### src/rtl/temp_bcd_fmt_if.sv
// ============================================================================
// Module   : temp_bcd_fmt_if
// Brief    : Sample-in / formatted-code-out bundle for the temperature formatter.
// Revision : 1.0
// ============================================================================
`default_nettype none

interface temp_bcd_fmt_if #(
   parameter int DATA_W = 16
);
   logic [DATA_W-1:0] temp_in;
   logic              temp_valid;
   logic              busy;
   logic              done;
   logic [19:0]       hms_out;
   logic              sat;
   logic              alarm;

   modport master (
      output temp_in, temp_valid,
      input  busy, done, hms_out, sat, alarm
   );

   modport slave (
      input  temp_in, temp_valid,
      output busy, done, hms_out, sat, alarm
   );
endinterface

`default_nettype wire

### src/rtl/temp_bcd_fmt.sv
// ============================================================================
// Module   : temp_bcd_fmt
// Brief    : Signed fixed-point temperature to {sign,h,t,o,tenths} BCD code.
// Revision : 1.0
// ============================================================================
`default_nettype none

module temp_bcd_fmt #(
   parameter int         DATA_W    = 16,
   parameter int         FRAC_BITS = 8,
   parameter logic [3:0] POS_CODE  = 4'd0,
   parameter logic [3:0] NEG_CODE  = 4'd10,
   parameter int         T_OS      = 80,
   parameter int         T_HYST    = 75
) (
   input  wire logic     sys_clk,
   input  wire logic     rst_n,
   temp_bcd_fmt_if.slave bus
);

   localparam int IW    = DATA_W - FRAC_BITS;
   localparam int FW    = (FRAC_BITS > 0) ? FRAC_BITS : 1;
   localparam int CNT_W = (IW > 1) ? $clog2(IW) : 1;
   localparam logic signed [DATA_W:0] OS_TH = (DATA_W+1)'(T_OS <<< FRAC_BITS);
   localparam logic signed [DATA_W:0] HY_TH = (DATA_W+1)'(T_HYST <<< FRAC_BITS);

   typedef enum logic [2:0] {
      S_IDLE = 3'd0,
      S_LOAD = 3'd1,
      S_CONV = 3'd2,
      S_FRAC = 3'd3,
      S_DONE = 3'd4
   } state_t;

   state_t            state_q, state_d;
   logic [DATA_W-1:0] data_q;
   logic              sign_q;
   logic [IW-1:0]     int_q;
   logic [FW-1:0]     frac_q;
   logic [11:0]       bcd_q;
   logic [CNT_W-1:0]  cnt_q;
   logic              satf_q;
   logic [3:0]        tenths_q;
   logic [19:0]       hms_q;
   logic              sat_q;
   logic              alarm_q;
   logic              done_q;

   logic [DATA_W:0]   data_ext;
   logic [DATA_W:0]   mag;
   logic [IW-1:0]     int_part;
   logic [FW-1:0]     frac_part;
   logic [3:0]        tenths_calc;
   logic [11:0]       bcd_adj;
   logic              over_range;

   // One extra bit keeps the negation of the most negative input exact.
   assign data_ext   = {data_q[DATA_W-1], data_q};
   assign mag        = data_q[DATA_W-1] ? -data_ext : data_ext;
   assign int_part   = mag[DATA_W-1:FRAC_BITS];
   assign over_range = mag[DATA_W] | (32'(int_part) > 32'd999);

   generate
      if (FRAC_BITS > 0) begin : g_frac
         assign frac_part   = mag[FW-1:0];
         assign tenths_calc = 4'((({4'b0, frac_q}) * 10) >> FW);
      end else begin : g_nofrac
         assign frac_part   = 1'b0;
         assign tenths_calc = 4'd0;
      end
   endgenerate

   always_comb begin
      bcd_adj = bcd_q;
      for (int i = 0; i < 3; i++) begin
         if (bcd_q[4*i +: 4] >= 4'd5) begin
            bcd_adj[4*i +: 4] = bcd_q[4*i +: 4] + 4'd3;
         end
      end
   end

   always_ff @(posedge sys_clk or negedge rst_n) begin
      if (!rst_n) begin
         state_q <= S_IDLE;
      end else begin
         state_q <= state_d;
      end
   end

   always_comb begin
      state_d = state_q;
      case (state_q)
         S_IDLE:  if (bus.temp_valid) state_d = S_LOAD;
         S_LOAD:  state_d = S_CONV;
         S_CONV:  if (cnt_q == '0) state_d = S_FRAC;
         S_FRAC:  state_d = S_DONE;
         S_DONE:  state_d = S_IDLE;
         default: state_d = S_IDLE;
      endcase
   end

   always_ff @(posedge sys_clk or negedge rst_n) begin
      if (!rst_n) begin
         data_q   <= '0;
         sign_q   <= 1'b0;
         int_q    <= '0;
         frac_q   <= '0;
         bcd_q    <= '0;
         cnt_q    <= '0;
         satf_q   <= 1'b0;
         tenths_q <= '0;
         hms_q    <= '0;
         sat_q    <= 1'b0;
         alarm_q  <= 1'b0;
         done_q   <= 1'b0;
      end else begin
         done_q <= 1'b0;
         case (state_q)
            S_IDLE: begin
               if (bus.temp_valid) data_q <= bus.temp_in;
            end
            S_LOAD: begin
               sign_q <= data_q[DATA_W-1];
               int_q  <= int_part;
               frac_q <= frac_part;
               satf_q <= over_range;
               bcd_q  <= '0;
               cnt_q  <= CNT_W'(IW - 1);
            end
            S_CONV: begin
               bcd_q <= {bcd_adj[10:0], int_q[IW-1]};
               int_q <= int_q << 1;
               cnt_q <= cnt_q - 1'b1;
            end
            S_FRAC: begin
               tenths_q <= tenths_calc;
            end
            S_DONE: begin
               hms_q[19:16] <= sign_q ? NEG_CODE : POS_CODE;
               hms_q[15:0]  <= satf_q ? 16'h9999 : {bcd_q, tenths_q};
               sat_q        <= satf_q;
               done_q       <= 1'b1;
               // Hysteresis band between the thresholds leaves the flag unchanged.
               if ($signed(data_ext) >= OS_TH) begin
                  alarm_q <= 1'b1;
               end else if ($signed(data_ext) < HY_TH) begin
                  alarm_q <= 1'b0;
               end
            end
            default: ;
         endcase
      end
   end

   assign bus.busy    = (state_q != S_IDLE);
   assign bus.done    = done_q;
   assign bus.hms_out = hms_q;
   assign bus.sat     = sat_q;
   assign bus.alarm   = alarm_q;

endmodule

`default_nettype wire

### src/flat_wrapper.sv
// flat-port wrapper written by rule: the top's interface ports become plain ports
module temp_bcd_fmt_flat 
#(
   parameter int         DATA_W    = 16,
   parameter int         FRAC_BITS = 8,
   parameter logic [3:0] POS_CODE  = 4'd0,
   parameter logic [3:0] NEG_CODE  = 4'd10,
   parameter int         T_OS      = 80,
   parameter int         T_HYST    = 75
)
  (sys_clk, rst_n, bus_temp_in, bus_temp_valid, bus_busy, bus_done, bus_hms_out, bus_sat, bus_alarm);
  temp_bcd_fmt_if #(.DATA_W(DATA_W)) bus_i ();
  input  wire logic sys_clk;
  input  wire logic rst_n;
  input wire logic [$bits(bus_i.temp_in)-1:0] bus_temp_in;
  input wire logic [$bits(bus_i.temp_valid)-1:0] bus_temp_valid;
  output wire logic [$bits(bus_i.busy)-1:0] bus_busy;
  output wire logic [$bits(bus_i.done)-1:0] bus_done;
  output wire logic [$bits(bus_i.hms_out)-1:0] bus_hms_out;
  output wire logic [$bits(bus_i.sat)-1:0] bus_sat;
  output wire logic [$bits(bus_i.alarm)-1:0] bus_alarm;
  assign bus_i.temp_in = bus_temp_in;
  assign bus_i.temp_valid = bus_temp_valid;
  assign bus_busy = bus_i.busy;
  assign bus_done = bus_i.done;
  assign bus_hms_out = bus_i.hms_out;
  assign bus_sat = bus_i.sat;
  assign bus_alarm = bus_i.alarm;
  temp_bcd_fmt #(.DATA_W(DATA_W), .FRAC_BITS(FRAC_BITS), .POS_CODE(POS_CODE), .NEG_CODE(NEG_CODE), .T_OS(T_OS), .T_HYST(T_HYST)) u_core (.sys_clk(sys_clk), .rst_n(rst_n), .bus(bus_i));
endmodule
### config.mk
export PLATFORM = sky130hd
export DESIGN_NAME = temp_bcd_fmt_flat
export DESIGN_NICKNAME = d
export VERILOG_FILES = /design/src/rtl/temp_bcd_fmt_if.sv /design/src/rtl/temp_bcd_fmt.sv /design/src/flat_wrapper.sv
export SDC_FILE = /design/constraint.sdc
export NUM_CORES = 1
export LEC_CHECK = 0
export ABC_CLOCK_PERIOD_IN_PS = 2100
export CORE_AREA = 2 2 87 89
export CTS_BUF_LIST = sky130_fd_sc_hd__clkbuf_8
export DETAILED_ROUTE_END_ITERATION = 12
export DIE_AREA = 0 0 89 91
export PLACE_DENSITY = 0.85
export SYNTH_ARGS = -nofsm -noshare
export SYNTH_HDL_FRONTEND = slang
export SYNTH_SLANG_ARGS = --single-unit
export TNS_END_PERCENT = 20
### constraint.sdc
create_clock -name sys_clk -period 2.1 [get_ports sys_clk]
set_input_delay 0.21 -clock sys_clk [delete_from_list [all_inputs] [get_ports sys_clk]]
set_output_delay 0.21 -clock sys_clk [all_outputs]
set_load 0.01 [all_outputs]
# ---- Yosys cells after proc, flatten, opt, wreduce, memory -nomap -nowiden
# Index checks and enable logic that the tools add are counted.
dict set report op_classes {
  muxes 15
  multipliers 1
  n_lt_le_gt_ge 5
  n_reduce_logical 8
  addsub 5
  n_div 0
  shifts 0
  eq_ne 6
  bitwise_logic 0
}
# op count
set ops {}
lappend ops {{12-bit case mux with 2 select lines} 1}
lappend ops {{17-bit two-way mux} 1}
lappend ops {{17-bit negator} 1}
lappend ops {{16-bit greater-or-equal comparator (second input constant)} 1}
lappend ops {{16-bit less-than comparator (second input constant)} 1}
lappend ops {{16-bit two-way mux} 1}
lappend ops {{8-bit case mux with 2 select lines} 1}
lappend ops {{4-bit by 3-bit greater-or-equal comparator with 1-bit output (second input constant)} 3}
lappend ops {{4-bit two-way mux} 3}
lappend ops {{3-bit case mux with 4 select lines} 1}
lappend ops {{8-bit by 3-bit multiplier with 11-bit output (second input constant)} 1}
lappend ops {{3-bit two-way mux} 3}
lappend ops {{4-bit by 2-bit adder with 4-bit output (second input constant)} 2}
lappend ops {{3-bit by 2-bit == test with 1-bit output (second input constant)} 2}
lappend ops {{3-bit zero test} 2}
lappend ops {{3-bit case mux with 2 select lines} 1}
lappend ops {{2-bit AND reduction} 3}
lappend ops {{2-bit nonzero test} 2}
lappend ops {{3-bit by 2-bit adder with 3-bit output (second input constant)} 1}
lappend ops {{3-bit by 1-bit == test with 1-bit output (second input constant)} 1}
lappend ops {{3-bit == test (second input constant)} 1}
lappend ops {{1-bit two-way mux} 3}
lappend ops {{3-bit nonzero test} 1}
lappend ops {{3-bit by 1-bit subtractor with 3-bit output (second input constant)} 1}
lappend ops {{2 further kinds} 2}
dict set report word_totals {
  word_cells 53
  mem_bits_rw 0
  output_inout_bits 24
  mem_bits_ro 0
  latchBits 0
  ff_bits 79
  in_bits 19
  memories 0
}

# ---- Longest topological paths before layout
dict set report depth {
  word_depth 3
  depth_mapped 8
  mapped_depth_nobuf 7
}

# ---- Worst setup path after synthesis
# No wires, ideal clock.
dict set report synth_path {
  path_kind {register to register}
  from {register u_core.data_q[5]}
  to {register u_core.int_q[6]}
  setup_ns 0.136
  slack_ns -0.061
  arrival_ns 2.025
  period_less_slack_ns 2.161
  required_ns 1.964
  path_buffers 0
  stages_incl_launch_ff 6
  path_cell_list {dfrtp_1 -> or4_4 -> or4_4 -> or4_4 -> mux2i_1 -> o211ai_1}
}
dict set report synth_between {
  elab_chain_cells 3
}
# element line
set synth_rtl {}
lappend synth_rtl {{from (decl)} temp_bcd_fmt.sv:36} ;# logic [DATA_W-1:0] data_q;
lappend synth_rtl {{from (signal assigned)} temp_bcd_fmt.sv:120} ;# if (bus.temp_valid) data_q <= bus.temp_in;
lappend synth_rtl {{17-bit negator} temp_bcd_fmt.sv:59} ;# assign mag = data_q[DATA_W-1] ? -data_ext : data_ext;
lappend synth_rtl {{17-bit two-way mux} temp_bcd_fmt.sv:59}
lappend synth_rtl {{8-bit case mux with 2 select lines} temp_bcd_fmt.sv:118} ;# case (state_q)
lappend synth_rtl {{to (signal assigned)} temp_bcd_fmt.sv:124} ;# int_q <= int_part;
lappend synth_rtl {{to (signal assigned)} temp_bcd_fmt.sv:132} ;# int_q <= int_q << 1;
lappend synth_rtl {{to (decl)} temp_bcd_fmt.sv:38} ;# logic [IW-1:0] int_q;
# No other way between the ends.
# A chain may end at the register's enable or synchronous reset.

# ---- Worst setup path after layout
# Ends and elaborated chain as after synthesis.

==> metrics.md <==
| Metric | Value |
|---|---|
| Initial core utilization | 0.510 |
| RR Startpoint | u_core.data_q[5]$_DFFE_PN0P_ |
| Largest net degree at the start of global routing | 37 |
| Routed WL | 6940 µm |
| Synth Warn # | 0 |
| Fin. max-slew vios | 0 |
| Outcome | finished, violations left |
| TritonCTS Buffers | 9 |
| Hold Startpoint | bus_temp_in[0] |
| Yosys top cell area share | 0.523 |
| Grt ovf | 0 |
| M1 GR Usage | 0.241 |
| Worst Clk Skew | 0.00695 ns |
| Library cells used by synthesis | 38 |
| CTS sink count | 76 |
| Min Tclk post-route | 2.16 ns |
| Critical path's slowest cell | or4_4 |
| Vias in the first global route | 2,556 |
| Most Crowded Layer GR | met2 |
| Place WS | -0.0591 ns |
| CTS tree | yes |
| CP max FO | 2 |
| DRT iter0 DRCs | 157 |
| Final setup vio count | 1 |
| Core ar. | 0.00714 mm² |
| Crit path launch | u_core.data_q[5]$_DFFE_PN0P_ |
| Max Fclk | 464 MHz |
| Leakage power | 2.07 nW |
| Sequential area share after synthesis | 0.523 |
| Detailed-route vias per instance | 5.28 |
| Die H | 91 µm |
| DP Wirelength | 5010 µm |
| Routed via count | 2,680 |
| Routing usage on met3 | 0.0418 |
| First-pass GRT wire length | 11,800 µm |
| CP most frequent cell | or4_4 |
| HP Class | primary input to flop |
| Area growth syn-to-layout | 23.0% |
| Clock Pin Slew Worst Setup and Hold Paths | 0.08 ns |
| Number of max-cap violations | 0 |
| Row count | 31 |
| Crit. End Element | flop |
| RSZ-0062 raised after global routing | true |
| Post-Syn Instances | 353 |
| Peak supply drop | 782 µV |
| Io pins | 43 |
| WS Path Type | flop to flop |
| DR pass1 iterations | 4 |
| Fill cells | 587 |
| Gp weighted congestion | 0.820 |
| ANT cells | 0 |
| Initial antenna violation count | 0 |
| Hold Vio Cnt, Final | 0 |
| Buffer depth of the longest clock path | 2 |
| Slew HR | 0.470 |
| Root cell of the clock tree | clkbuf_8 |
| Cell family with most CP delay | simple AND/OR/NAND/NOR gates |
| Slowest stage delay, CP | 0.53 ns |
| Met2 Usage GRT | 0.304 |
| Final WS setup | -0.0571 ns |
| Die area | 0.00810 mm² |
| Top cell type by total area after synthesis | dfrtp_1 |
| Post-synth top flop | dfrtp_1 |
| WP buf/inv | 0 |
| Chip Width | 89 µm |
| DRT antenna net count | 0 |
| Largest cells by area after synthesis | dfrtp_1 (52%), nand2_1 (6.8%), ha_1 (6.5%) |
| Worst-skew pair later-pin latency | 0.34 ns |
| Ratio of cells with drive above 1 in the final layout | 0.120 |
| CTS H-tree lvls | 3 |
| Fin crit share | 1.03 |
| Post-Syn Area per Cell | 10.3 µm² |
| CP startpoint kind | flop |
| Worst-Margin Slew | 0.795 ns |
| Required time worst endpoint | 2.33 ns |
| PD cells | 1370 mW/mm² |
| Asr flop ratio synth | 1.00 |
| IO buf count | 40 |
| Violated checks | negative setup slack |
| DRC errors left | 0 |
| Mapped cell area | 0.00364 mm² |
| All-Layer GR Usage | 0.186 |
| Fin util | 0.627 |
| DR WL/cell | 13.7 µm |
| Flop and latch count out of synthesis | 76 |
| Post-layout nets | 442 |
| CP Cell Sequence | or4_4 > or4_4 > or4_4 > mux2i_1 > o211ai_1 |
| Number of synthesized flops with an enable pin | 0 |
| CP arrival | 2.39 ns |
-- per-layer routing --
layer	part of all wire	vias to the layer above
met1	0.45	1273
met3	0.048	10
met2	0.49	72
met5	0	-
li1	-	1325
met4	0.016	0
-- synthesized netlist by cell type, drive strengths merged, types with 2 or more instances --
| cell type | number |
|---|---|
| mux2i | 5 |
| o21ai | 36 |
| a32o | 4 |
| o211ai | 3 |
| o31ai | 11 |
| o32ai | 2 |
| and2 | 2 |
| nor2 | 13 |
| xnor2 | 6 |
| buf | 5 |
| nand3b | 6 |
| ha | 19 |
| mux2 | 13 |
| a22o | 3 |
| a21oi | 6 |
| nor3 | 4 |
| inv | 18 |
| dfrtp | 76 |
| nand2 | 66 |
| xor2 | 12 |
| o22ai | 4 |
| nand2b | 3 |
| clkbuf | 12 |
| nand3 | 2 |
| or4 | 3 |
| a22oi | 9 |
-- through the flow --
step | TNS (ns) | hold WS [ns] | area [µm²] | total power, mW | cells
final | -0.0571 | 0.433 | 4470 | 6.11 | 508
after global placement | -0.0223 | 0.336 | 4200 | 4.60 | 490
after global routing | -0.187 | 0.457 | 4470 | 6.58 | 508
after floorplan | -0.246 | -0.0856 | 3640 | 3.94 | 354
after CTS | -0.0546 | 0.420 | 4470 | 6.14 | 508
after detailed placement | -0.0837 | 0.333 | 4200 | 4.74 | 490
-- worst paths after layout --
kind	to	slack [ns]	cells past startpoint
min	u_core.data_q[0]$_DFFE_PN0P_	0.43	3
min in group asynchronous	u_core.bus.hms_out[6]$_DFFE_PN0P_	0.49	2
max reg2reg	u_core.int_q[6]$_DFFE_PN0N_	-0.06	5
max in group asynchronous	u_core.data_q[8]$_DFFE_PN0P_	0.98	3
max	u_core.int_q[6]$_DFFE_PN0N_	-0.06	5
min reg2reg	u_core.bus.hms_out[4]$_DFFE_PN0P_	0.47	2
-- worst reg2reg max path, delay by kind of cell, from the launching register on --
family / cells / cell delay, ns
flops: 1 / 0.39
simple gates: 3 / 1.39
compound gates: 1 / 0.09
mux: 1 / 0.17
-- kinds of logic (layout without fill, tap and decap cells) --
| logic type | count (synthesis) | after routing | share of synthesized area |
|---|---|---|---|
| AO/OA/AOI/OAI | 82 | 82 | 0.144 |
| XOR/XNOR | 18 | 18 | 0.0433 |
| adder cells (fa/ha/maj) | 19 | 19 | 0.0654 |
| buffers and inverters | 35 | 90 | 0.0396 |
| flip-flops | 76 | 76 | 0.523 |
| multiplexers | 18 | 18 | 0.0540 |
| other | 1 | 2 | 0.00103 |
| AND/OR/NAND/NOR | 104 | 104 | 0.130 |
-- where the power goes --
| group | internal (mW) | total, mW | switching [mW] | leakage (nW) |
|---|---|---|---|---|
| logic | 1.11 | 2.33 | 1.22 | 0.964 |
| registers | 1.96 | 2.41 | 0.451 | 0.979 |
| clock network | 0.849 | 1.37 | 0.524 | 0.131 |
| total | 3.91 | 6.11 | 2.20 | 2.07 |
-- placed cells by master, fill, tap and decap left out, types with 3 or more instances in the layout --
master / instances
a21oi_1: 6
a22o_1: 3
a22oi_1: 9
a32o_1: 4
buf_4: 14
bufinv_16: 3
clkbuf_8: 11
clkdlybuf4s50_1: 39
dfrtp_1: 76
ha_1: 19
inv_1: 19
mux2_2: 13
mux2i_1: 5
nand2_1: 66
nand2b_1: 3
nand3b_1: 6
nor2_1: 13
nor3_1: 4
o211ai_1: 3
o21ai_0: 36
o22ai_1: 4
o31ai_1: 10
or4_4: 3
xnor2_1: 6
xor2_1: 12
-- sequential cells by signal, summed over array words and instances (netlist names) --
signal,cells
u_core.data_q,16
u_core.int_q,8
u_core.tenths_q,4
u_core.bcd_q,12
u_core.bus.done,1
u_core.frac_q,8
u_core.cnt_q,3
u_core.bus.sat,1
u_core.sign_q,1
u_core.satf_q,1
u_core.bus.alarm,1
u_core.state_q,3
u_core.bus.hms_out,17
-- repair_timing --
action	CTS	global route
hold buffers	1	0
hold endpoints to repair	33	0
pin swaps	1	1
endpoints found under the setup margin	2	2
buffers inserted	1	0
gates resized for setup	1	0
-- area by class of cell --
type | count | area (µm²) | share of cell area
Multi-Input combinational cell | 243 | 1600 | 0.358
Tap cell | 99 | 124 | 0.0277
Sequential cell | 76 | 1900 | 0.425
Clock buffer | 11 | 151 | 0.0338
Clock inverter | 5 | 98.8 | 0.0221
Inverter | 18 | 67.6 | 0.0151
Timing Repair Buffer | 56 | 531 | 0.119
No activity file was read; power rests on OpenSTA's default activity.
